$ cat config.mk
export PLATFORM = sky130hd
export DESIGN_NAME = aes_ct_uart_tx
export DESIGN_NICKNAME = d
export VERILOG_FILES = /design/src/rtl/aes_ct_uart_tx.sv
export SDC_FILE = /design/constraint.sdc
export NUM_CORES = 1
export LEC_CHECK = 0
export CELL_PAD_IN_SITES_DETAIL_PLACEMENT = 1
export CELL_PAD_IN_SITES_GLOBAL_PLACEMENT = 1
export CORE_MARGIN = 2
export CORE_UTILIZATION = 45
export CTS_BUF_LIST = sky130_fd_sc_hd__clkbuf_4
export CTS_CLUSTER_DIAMETER = 100
export DETAILED_ROUTE_END_ITERATION = 10
export PLACE_DENSITY = 0.82
export SETUP_SLACK_MARGIN = 0.05
export SLEW_MARGIN = 15
export SYNTH_ARGS = -nofsm -noshare
export SYNTH_HDL_FRONTEND = slang
export SYNTH_SLANG_ARGS = --single-unit
$ cat constraint.sdc
create_clock -name clk -period 5.96 [get_ports clk]
set_input_delay 0.596 -clock clk [delete_from_list [all_inputs] [get_ports clk]]
set_output_delay 0.596 -clock clk [all_outputs]
set_load 0.02 [all_outputs]
$ cat src/rtl/aes_ct_uart_tx.sv
// aes_ct_uart_tx
// Captures each AES ciphertext when the core's busy flag falls and sends it
// to the capture host as an 18-byte 8N1 frame:
// sync byte, 16 ciphertext bytes (MSB byte first), XOR checksum.
//
// state   | meaning
// --------+--------------------------------------------------------------
// IDLE    | line idle high, waiting for a busy_i falling edge
// START   | driving the start bit (0) of byte byte_idx
// DATA    | driving data bit bit_idx of byte byte_idx, LSB first
// STOP    | driving the stop bit (1); last byte returns to IDLE
`timescale 1ns/1ps

module aes_ct_uart_tx #(
  parameter int unsigned CLKS_PER_BIT = 104,
  parameter logic [7:0]  SYNC_BYTE    = 8'hA5
) (
  input  logic         clk,
  input  logic         rst_n,
  input  logic         busy_i,
  input  logic [127:0] data_i,
  output logic         uart_tx_o,
  output logic         tx_busy_o,
  output logic         overrun_o,
  output logic [15:0]  frame_cnt_o
);

  // Bit timer counts down from CLKS_PER_BIT-1 to zero, then reloads, so every
  // bit is exactly CLKS_PER_BIT cycles and no error accumulates across a frame.
  localparam int unsigned   TW        = (CLKS_PER_BIT > 1) ? $clog2(CLKS_PER_BIT) : 1;
  localparam logic [TW-1:0] BIT_LOAD  = TW'(CLKS_PER_BIT - 1);
  localparam logic [4:0]    LAST_BYTE = 5'd17;

  typedef enum logic [1:0] {
    ST_IDLE  = 2'd0,
    ST_START = 2'd1,
    ST_DATA  = 2'd2,
    ST_STOP  = 2'd3
  } state_t;

  state_t          state_q, state_nxt;
  logic [TW-1:0]   timer_q, timer_nxt;
  logic [2:0]      bit_idx_q, bit_idx_nxt;
  logic [4:0]      byte_idx_q, byte_idx_nxt;

  logic            busy_d;
  logic [127:0]    ct_reg;
  logic [7:0]      chk_reg;
  logic [7:0]      chk_comb;

  logic            completion;
  logic            capture;
  logic            bit_tc;
  logic            frame_end;

  logic [4:0]      byte_sel;
  logic [7:0]      ct_byte;
  logic [7:0]      cur_byte;
  logic            tx_nxt;

  logic            tx_q;
  logic            tx_busy_q;
  logic            overrun_q;
  logic [15:0]     frame_cnt_q;

  assign completion = busy_d & ~busy_i;
  assign capture    = completion & (state_q == ST_IDLE);
  assign bit_tc     = (timer_q == '0);

  // Checksum of the incoming ciphertext, latched alongside it on capture.
  always_comb begin
    chk_comb = 8'h00;
    for (int i = 0; i < 16; i++) begin
      chk_comb = chk_comb ^ data_i[8*i +: 8];
    end
  end

  // Next-state, bit timer and byte/bit index sequencing.
  always_comb begin
    state_nxt    = state_q;
    timer_nxt    = timer_q;
    bit_idx_nxt  = bit_idx_q;
    byte_idx_nxt = byte_idx_q;
    frame_end    = 1'b0;
    case (state_q)
      ST_IDLE: begin
        if (capture) begin
          state_nxt    = ST_START;
          timer_nxt    = BIT_LOAD;
          bit_idx_nxt  = 3'd0;
          byte_idx_nxt = 5'd0;
        end
      end
      ST_START: begin
        if (bit_tc) begin
          state_nxt   = ST_DATA;
          timer_nxt   = BIT_LOAD;
          bit_idx_nxt = 3'd0;
        end else begin
          timer_nxt = timer_q - TW'(1);
        end
      end
      ST_DATA: begin
        if (bit_tc) begin
          timer_nxt = BIT_LOAD;
          if (bit_idx_q == 3'd7) begin
            state_nxt = ST_STOP;
          end else begin
            bit_idx_nxt = bit_idx_q + 3'd1;
          end
        end else begin
          timer_nxt = timer_q - TW'(1);
        end
      end
      ST_STOP: begin
        if (bit_tc) begin
          if (byte_idx_q == LAST_BYTE) begin
            state_nxt = ST_IDLE;
            frame_end = 1'b1;
          end else begin
            state_nxt    = ST_START;
            timer_nxt    = BIT_LOAD;
            byte_idx_nxt = byte_idx_q + 5'd1;
          end
        end else begin
          timer_nxt = timer_q - TW'(1);
        end
      end
      default: begin
        state_nxt = ST_IDLE;
      end
    endcase
  end

  // Select the byte being sent next cycle and the line level it implies.
  // ct_reg/chk_reg are only read once the start bit is out, so the values
  // latched on the capture edge are always the ones used.
  always_comb begin
    byte_sel = 5'd16 - byte_idx_nxt;
    ct_byte  = ct_reg[{byte_sel[3:0], 3'b000} +: 8];
    if (byte_idx_nxt == 5'd0) begin
      cur_byte = SYNC_BYTE;
    end else if (byte_idx_nxt == LAST_BYTE) begin
      cur_byte = chk_reg;
    end else begin
      cur_byte = ct_byte;
    end
    case (state_nxt)
      ST_START: tx_nxt = 1'b0;
      ST_DATA:  tx_nxt = cur_byte[bit_idx_nxt];
      default:  tx_nxt = 1'b1;
    endcase
  end

  // FSM state and sequencing registers.
  always_ff @(posedge clk or negedge rst_n) begin
    if (!rst_n) begin
      state_q    <= ST_IDLE;
      timer_q    <= '0;
      bit_idx_q  <= 3'd0;
      byte_idx_q <= 5'd0;
    end else begin
      state_q    <= state_nxt;
      timer_q    <= timer_nxt;
      bit_idx_q  <= bit_idx_nxt;
      byte_idx_q <= byte_idx_nxt;
    end
  end

  // Busy edge detector and ciphertext/checksum capture; held while a frame runs.
  always_ff @(posedge clk or negedge rst_n) begin
    if (!rst_n) begin
      busy_d  <= 1'b0;
      ct_reg  <= '0;
      chk_reg <= 8'h00;
    end else begin
      busy_d <= busy_i;
      if (capture) begin
        ct_reg  <= data_i;
        chk_reg <= chk_comb;
      end
    end
  end

  // Registered line and busy flag; reset forces the line high immediately.
  always_ff @(posedge clk or negedge rst_n) begin
    if (!rst_n) begin
      tx_q      <= 1'b1;
      tx_busy_q <= 1'b0;
    end else begin
      tx_q      <= tx_nxt;
      tx_busy_q <= (state_nxt != ST_IDLE);
    end
  end

  // Sticky overrun (any completion outside IDLE, including the frame's last
  // cycle) and the wrapping completed-frame counter.
  always_ff @(posedge clk or negedge rst_n) begin
    if (!rst_n) begin
      overrun_q   <= 1'b0;
      frame_cnt_q <= 16'h0000;
    end else begin
      if (completion && (state_q != ST_IDLE)) begin
        overrun_q <= 1'b1;
      end
      if (frame_end) begin
        frame_cnt_q <= frame_cnt_q + 16'h0001;
      end
    end
  end

  assign uart_tx_o   = tx_q;
  assign tx_busy_o   = tx_busy_q;
  assign overrun_o   = overrun_q;
  assign frame_cnt_o = frame_cnt_q;

endmodule

Word-level counts from Yosys, hierarchy flattened --
Cells that the tools add are included.
Operators by class: eq/ne operators 10, bitwise gates (word level) 18, shift-type cells 1, add/sub/neg operators 5, mux-type cells 29, magnitude comparators 1, reductions and logical operators 8
Operators by type and width (number):
- 128-bit by 8-bit variable part select with 8-bit output | 1
- 8-bit XOR | 15
- 7-bit 2-to-1 mux | 4
- 7-bit one-hot mux with 3 select lines | 1
- 16-bit by 1-bit adder with 16-bit output, second input constant | 1
- 8-bit 2-to-1 mux | 2
- 5-bit 2-to-1 mux | 3
- 3-bit 2-to-1 mux | 4
- 5-bit == test, second input constant | 2
- 2-bit 2-to-1 mux | 5
- 5-bit one-hot mux with 2 select lines | 1
- 3-bit one-hot mux with 3 select lines | 1
- 2-bit one-hot mux with 4 select lines | 1
- 7-bit zero test | 1
- 7-bit by 1-bit subtractor with 7-bit output, second input constant | 1
- 2-bit == test, second input constant | 3
- 5-bit by 1-bit adder with 5-bit output, second input constant | 1
- 5-bit zero test | 1
- 1-bit 2-to-1 mux | 5
- 2-bit by 1-bit == test with 1-bit output, second input constant | 2
- 3-bit by 4-bit less-than comparator with 1-bit output, second input constant | 1
- 2-bit nonzero test | 2
- 1-bit by 4-bit subtractor with 4-bit output, first input constant | 1
- 3-bit by 1-bit adder with 3-bit output, second input constant | 1
- other kinds (11) | 12
Word-level totals: input port bits 131, register bits 173

Logic depth before layout (Yosys ltp) --
Gate-level depths: netlist (run 1).
word-level depth 15, mapped depth 21, mapped depth without buffers 16

Least setup slack after synthesis (run 1) --
OpenSTA, ideal clock, no wires.
path type input to register, start point input port busy_i, end point register tx_q (netlist: uart_tx_o), library setup time 78 ps, arrival time 4384 ps, setup slack 1498 ps, stages on the path 16, path buffers 3, path through nand2b_1 a21o_1 a221oi_4 buf_6 buf_12 buf_6 ha_1 or4b_1 mux2i_1 a221oi_4 nor2_1 a221o_1 o22ai_1 a2111oi_1 o41ai_2 a31o_1
On the way: cells in the longest elaborated chain, start to end 12, elaborated cells between the ends (all ways) 20
Ends and longest elaborated chain:
- start: declaration | line 20 | input logic busy_i,
- 1-bit inverter * | line 66 | assign completion = busy_d & ~busy_i;
- 1-bit bitwise AND * | line 66
- 1-bit bitwise AND * | line 67 | assign capture = completion & (state_q == ST_IDLE);
- 5-bit 2-to-1 mux | line 87 | if (capture) begin
- 5-bit one-hot mux with 2 select lines | line 85 | case (state_q)
- 1-bit by 4-bit subtractor with 4-bit output | line 139 | byte_sel = 5'd16 - byte_idx_nxt;
- 128-bit by 8-bit variable part select with 8-bit output | line 140 | ct_byte = ct_reg[{byte_sel[3:0], 3'b000} +: 8];
- 8-bit 2-to-1 mux | line 143 | end else if (byte_idx_nxt == LAST_BYTE) begin
- 8-bit 2-to-1 mux | line 141 | if (byte_idx_nxt == 5'd0) begin
- 1-bit binary-select mux with 3-bit select | line 150 | ST_DATA: tx_nxt = cur_byte[bit_idx_nxt];
- 1-bit 2-to-1 mux (not written as such) | line 150
- 1-bit one-hot mux with 2 select lines * | line 148 | case (state_nxt)
- via tx_nxt | line 59 | logic tx_nxt;
- end signal: assignment | line 191 | tx_q <= tx_nxt;
- end: declaration | line 61 | logic tx_q;
The timed path passes the listed nets; every way through them passes the cells marked *. The select of a mux whose other input is x is not followed. A chain may end at the register's enable or synchronous reset.

Worst setup path after layout (run 1) --
start point register state_q[1], end point register tx_q (netlist: uart_tx_o)
On the way: cells in the longest elaborated chain, start to end 11, elaborated cells between the ends (all ways) 26
Ends and longest elaborated chain:
- start: declaration | line 41 | state_t state_q, state_nxt;
- start signal: assignment | line 163 | state_q <= state_nxt;
- 2-bit zero test | line 67, 85
- 1-bit bitwise AND | line 67
- 5-bit 2-to-1 mux | line 87
- 5-bit one-hot mux with 2 select lines | line 85
- 1-bit by 4-bit subtractor with 4-bit output | line 139
- 128-bit by 8-bit variable part select with 8-bit output | line 140
- 8-bit 2-to-1 mux | line 143
- 8-bit 2-to-1 mux | line 141
- 1-bit binary-select mux with 3-bit select | line 150
- 1-bit 2-to-1 mux (not written as such) | line 150
- 1-bit one-hot mux with 2 select lines * | line 148
- via tx_nxt | line 59
Marks and branches as above.

==> out/metrics.cfg, run 1 <==
[logic_synthesis]
synth_cell_types=74
yosysSeqAreaShare=0.4509
synth_cells=778
yosysTopAreaCellShare=0.4482
syn_nets=921
async_reset_ff_frac=1.000
synth_top_area_cell=dfrtp_1
netlist_top_cells_area=dfrtp_1 (45%), mux2_2 (15%), xnor2_1 (11%)
yosysWarningCount=0
synth_common_cells=dfrtp_1 (172), mux2_2 (130), xnor2_1 (117)
synth_edf_count=0
synth_top_flop_cell=dfrtp_1
yosysMostFrequentCell=dfrtp_1
syn-cell-area_sq_um=9603
syn_area_per_cell_sq_um=12.34
ys_ff_latch=173

[global_route]
antenna_found_initial=1
grt_pass1_wl_um=38870
gr-total-overflow=0
grt_pass1_vias=7226
grt_max_degree=66
grt_usage=0.2260

[route]
ant_nets=0
drt_pre_antenna_iters=4
routed_wl_um=24100
drc=0
drt_iter0_markers=310
vias=6620
routedWlPerCell_um=19.88
vias_per_cell=5.462

[power]
p_leak_nw=4.969
p_per_area_nw_per_um2=352.8
peakVddDrop_mv=0.1820

[floorplan]
ios=150
start_util=0.4583
die_area_sq_um=22520
die_h_um=150.1
die_w_um=150.1
rows=53
coreArea_sq_um=20960

[setup_path]
r2r-end=uart_tx_o
cp.arrival_ps=5560
r2r_slack_ps=950
end_kind=register
required_ps=6510
path_class=register to register
r2r_start=state_q[1]
cp_max_fo=19
rr_worst_depth=16
start_kind=register

[sta]
setup_viol=0
maxSlewViolCount=0
tightest_slew_ps=790.0
setup_ws_ps=948.6
fin_crit_sh=0.8408
period_needed_ps=5011
final_hold_viol_count=0
max_slew_margin=0.4733
rsz0062_at_grt=no
final.setup.tns_ps=0
finalClockSkew_ps=29.48
fmax_mhz=199.5

[placed_design]
post-place-ws_ps=827.3
postPlaceCellArea_sq_um=11310
hpwl_um=18430
gp_congestion=0.8633
io_buffers=149

[clock_network]
clockRootBuffer=clkbuf_4
cts_sinks=173
clkLatencyLatePin_ps=620
cts_buffer_depth=2
cts_tree=built
post-cts-setup-buffers=0
post_cts_resized=0
ctsHoldBuffers=1
cts_max_level=4
cts_made_buffers=17
path_clk_slew_ps=160

[worst_hold_path]
min_path_type=input port to register
hold_path.startpoint=busy_i
hold-path-endpoint=busy_d
min_delay_path_depth=1

[status]
outcome=complete, no violations

[layout]
drive_above_1_share=0.2137
largest_register_ffs=128
syn_to_final_growth_pct=20.78
postLayoutCellArea_sq_um=11600
nNetsFinal=1066
fill_cells=2192

[flow_run]
cap_viol_max_count=0

-- power breakdown --
part,leakage [nW],internal (mW),switching (mW)
clock,0.148,0.186,0.482
combinational,2.73,0.819,0.632
sequential,2.09,1.67,0.303
-- kinds of logic after synthesis --
logic type | Yosys count | share of synthesized area
XOR/XNOR | 138 | 0.1298
AND/OR/NAND/NOR | 129 | 0.07244
AO/OA/AOI/OAI | 79 | 0.06293
flip-flops | 173 | 0.4509
multiplexers | 199 | 0.2417
adder cells (fa/ha/maj) | 12 | 0.01563
buffers and inverters | 48 | 0.02658
-- metrics by stage --
step | cells | hold WS (ps) | util | power [mW]
2_1_floorplan | 778 | 300.4 | - | 2.930
3_3_place_gp | 1178 | 463.0 | 0.5396 | 3.380
3_5_place_dp | 1178 | 470.2 | 0.5396 | 3.457
4_1_cts | 1211 | 401.1 | 0.5534 | 4.130
5_1_grt | 1212 | 405.8 | 0.5535 | 4.350
6_report | 1212 | 444.5 | 0.5535 | 4.092
-- placed cells by master, fill, tap and decap left out, types with 2 or more instances in the layout --
cell type | netlist | layout
a221o_1 | 5 | 5
and2_1 | 4 | 4
nand2b_1 | 6 | 6
nor3_1 | 3 | 3
or3_1 | 2 | 2
mux2i_1 | 56 | 56
nor2_1 | 27 | 27
clkinv_4 | 0 | 4
a211oi_1 | 5 | 5
a221oi_4 | 2 | 2
inv_1 | 16 | 16
nand3_1 | 12 | 12
a211oi_2 | 2 | 2
o211ai_1 | 3 | 3
xor2_1 | 19 | 19
clkbuf_4 | 0 | 17
o21ai_0 | 21 | 21
clkdlybuf4s50_1 | 0 | 148
nor2b_1 | 6 | 6
xnor2_1 | 117 | 117
buf_4 | 2 | 8
inv_8 | 0 | 3
ha_1 | 12 | 12
and3_1 | 4 | 4
nand2_1 | 43 | 43
a31oi_1 | 6 | 6
a21oi_1 | 12 | 12
a221oi_1 | 3 | 3
mux4_2 | 9 | 9
mux2_2 | 130 | 130
mux4_1 | 3 | 3
inv_6 | 0 | 2
nand4_1 | 5 | 5
dfrtp_1 | 172 | 172
clkinv_8 | 0 | 3
-- final cells by class --
| cell class | count | area [sq um] | area share |
|---|---|---|---|
| clock inverters | 15 | 151.4 | 0.01305 |
| multi-input cells | 557 | 5020 | 0.4328 |
| diodes | 1 | 2.502 | 0.0002158 |
| well taps | 275 | 344.1 | 0.02967 |
| flip-flops and latches | 173 | 4330 | 0.3734 |
| inverters | 16 | 60.06 | 0.005178 |
| clock buffers | 17 | 127.6 | 0.01100 |
| repair buffers | 158 | 1563 | 0.1347 |
-- worst max-delay path, cell delays in order (launching register included) --
cell and delay, ps:
dfrtp_1 450, ha_1 430, or3b_2 480, nor4_1 330, a211oi_2 150, ha_1 280
and2_1 220, nand2_1 110, mux2i_1 110, a221oi_4 630, buf_4 430, mux2i_1 230
mux2i_1 90, o2111a_1 240, a2111oi_1 410, o41ai_2 160, a31o_1 210
-- worst max path at each step --
stage               start        end  slack, ps  depth (start not counted)
2_1_floorplan      busy_i  uart_tx_o       1500                         16
3_3_place_gp       busy_i  uart_tx_o       1020                         14
3_5_place_dp       busy_i  uart_tx_o        830                         14
4_1_cts        state_q[1]  uart_tx_o        980                         16
5_1_grt        state_q[1]  uart_tx_o        620                         16
6_report       state_q[1]  uart_tx_o        950                         16
-- metal layers --
| layer | global-route usage | up-vias | wire [um] |
|---|---|---|---|
| li1 | - | 3059 | - |
| met1 | 0.2876 | 3381 | 10420 |
| met2 | 0.3890 | 153 | 12380 |
| met3 | 0.04878 | 27 | 844 |
| met4 | 0.06226 | 0 | 459 |
| met5 | 0 | - | 0 |
Note: power is estimated with default switching activity, not from simulation.
==> run 2, diff against run 1 <==
clock period = 5 ns   (was 5.96 ns; I/O delays follow)
==> run 2 against run 1 <==
Effect of this change:
- the flow now finishes with violations (hold timing)
- critical endpoint unchanged
- largest cell class unchanged
- critical path depth fell by 1
- core utilization fell by 0.060 points
- via count fell by 0.82%
- wire length rose by 0.86%
- setup slack got worse by 590 ps
- register-to-register slack got worse by 590 ps
==> out/metrics.cfg, run 2 (synthesis gave the netlist of run 1 again) <==
[placed_design]
gp_congestion=0.8471
hpwl_um=18740
post-place-ws_ps=339.5
placedCellCount=1180
postPlaceCellArea_sq_um=11350
io_buffers=149

[route]
vias_per_cell=5.409
drc=0
drt_iter0_markers=239
ant_nets=0
vias=6566
drt_pre_antenna_iters=4
routed_wl_um=24300
routedWlPerCell_um=20.02

[power]
p_seq_frac=0.490
netSwitchingFraction=0.3409
p_comb_frac=0.361
p_per_area_nw_per_um2=416.8
total_power_mw=4.829
peakVddDrop_mv=0.1458
internal_power_mw=3.182
p_switching_mw=1.646
p_leak_nw=4.967
pwr-share-clk=0.150

[clock_network]
path_clk_slew_ps=160
post_cts_resized=0
cts_sinks=173
ctsHoldBuffers=0
cts_made_buffers=17
clkLatencyLatePin_ps=590
cts_max_level=4
cts_buffer_depth=2
clockRootBuffer=clkbuf_4
cts_tree=built
post-cts-setup-buffers=0

[layout]
fill_cells=2222
regArea_sq_um=4330
postLayoutCellArea_sq_um=11590
finish.utilization=0.5529
multi_input_area_sq_um=5020
drive_above_1_share=0.2145
largest_register_ffs=128
final_common_cell=dfrtp_1
syn_to_final_growth_pct=20.65
final_cells=1214
final_cell_mix=dfrtp_1 (172), clkdlybuf4s50_1 (148), mux2_2 (130)
nNetsFinal=1067

[global_route]
antenna_found_initial=1
grt_usage=0.2238
grt_pass1_wl_um=38610
grt_max_degree=145
grt_pass1_vias=7177
gr-total-overflow=0

[floorplan]
die_area_sq_um=22520
rows=53
start_util=0.4583
die_w_um=150.1
ios=150
coreArea_sq_um=20960
die_h_um=150.1

[sta]
setup_viol=0
final_hold_viol_count=4
final.setup.tns_ps=0
rsz0062_at_grt=no
fin_crit_sh=0.9278
holdWs_ps=-16.27
fmax_mhz=215.6
max_slew_margin=0.4039
tightest_slew_ps=894.2
maxSlewViolCount=0
period_needed_ps=4639
setup_ws_ps=360.9
finalClockSkew_ps=33.34

[setup_path]
cp_max_fo=12
path_class=register to register
cp.arrival_ps=5160
start_kind=register
end_kind=register
crit_start=state_q[1]
r2r_start=state_q[1]
required_ps=5520

[status]
violations=hold timing
outcome=complete, but fails checks

[flow_run]
cap_viol_max_count=0

[worst_hold_path]
min_path_type=input port to asynchronous set/reset pin

[run 2: cell count changes in the layout (fill, tap and decap cells not counted)]
| cell | delta |
|---|---|
| clkinv_4 | -3 |
| diode_2 | +1 |
| clkbuf_4 | +2 |
| clkinv_2 | +2 |
| inv_8 | -2 |
| buf_12 | +2 |
| inv_6 | +1 |
| clkinvlp_4 | +2 |
| dlygate4sd3_1 | -1 |
| clkinv_1 | +1 |
| clkinv_8 | -3 |
[run 2: worst max-delay path, cell delays in order (launching register included)]
cell	delay, ps
dfrtp_1	460
ha_1	440
or3b_2	480
nor4_1	270
a211oi_2	130
ha_1	280
and2_1	210
nand2_1	80
mux2i_1	100
a221oi_4	520
and2_1	460
a221o_1	210
o22ai_1	90
a2111oi_1	500
o41ai_2	140
a31o_1	200
[run 2: path summary, 6_finish.rpt]
path | slack (ps) | depth (start not counted) | to
worst max-delay path | 360 | 15 | uart_tx_o
worst min-delay path | -20 | 1 | timer_q[2]
worst max register to register | 360 | 15 | uart_tx_o
worst min register to register | 490 | 1 | frame_cnt_o[15]
max in group asynchronous | 3810 | 2 | ct_reg[84]
min in group clk | 400 | 1 | busy_d
[run 2: layout make-up]
cell class,count,area share
multi-input combinational,557,0.4333
sequential,173,0.3738
timing repair buffer,159,0.1375
tap,275,0.02970
clock buffer,19,0.01231
clock inverter,13,0.007883
inverter,16,0.005184
antenna,2,0.0004320
[run 2: metal layers]
layer | track usage | share of wire | vias to the layer above | routed length (um)
li1 | - | - | 3052 | -
met1 | 0.2789 | 0.43 | 3364 | 10460
met2 | 0.4043 | 0.53 | 122 | 12810
met3 | 0.03445 | 0.027 | 28 | 659
met4 | 0.05802 | 0.015 | 0 | 376
met5 | 0 | 0 | - | 0
[run 2: power by group through the flow]
| stage | clock [mW] | combinational (mW) | sequential (mW) |
|---|---|---|---|
| after floorplan | 0 | 1.26 | 2.24 |
| after global placement | 0 | 1.67 | 2.36 |
| after detailed placement | 0 | 1.76 | 2.40 |
| after CTS | 0.740 | 1.77 | 2.36 |
| after global routing | 0.802 | 1.89 | 2.43 |
| final | 0.723 | 1.74 | 2.36 |
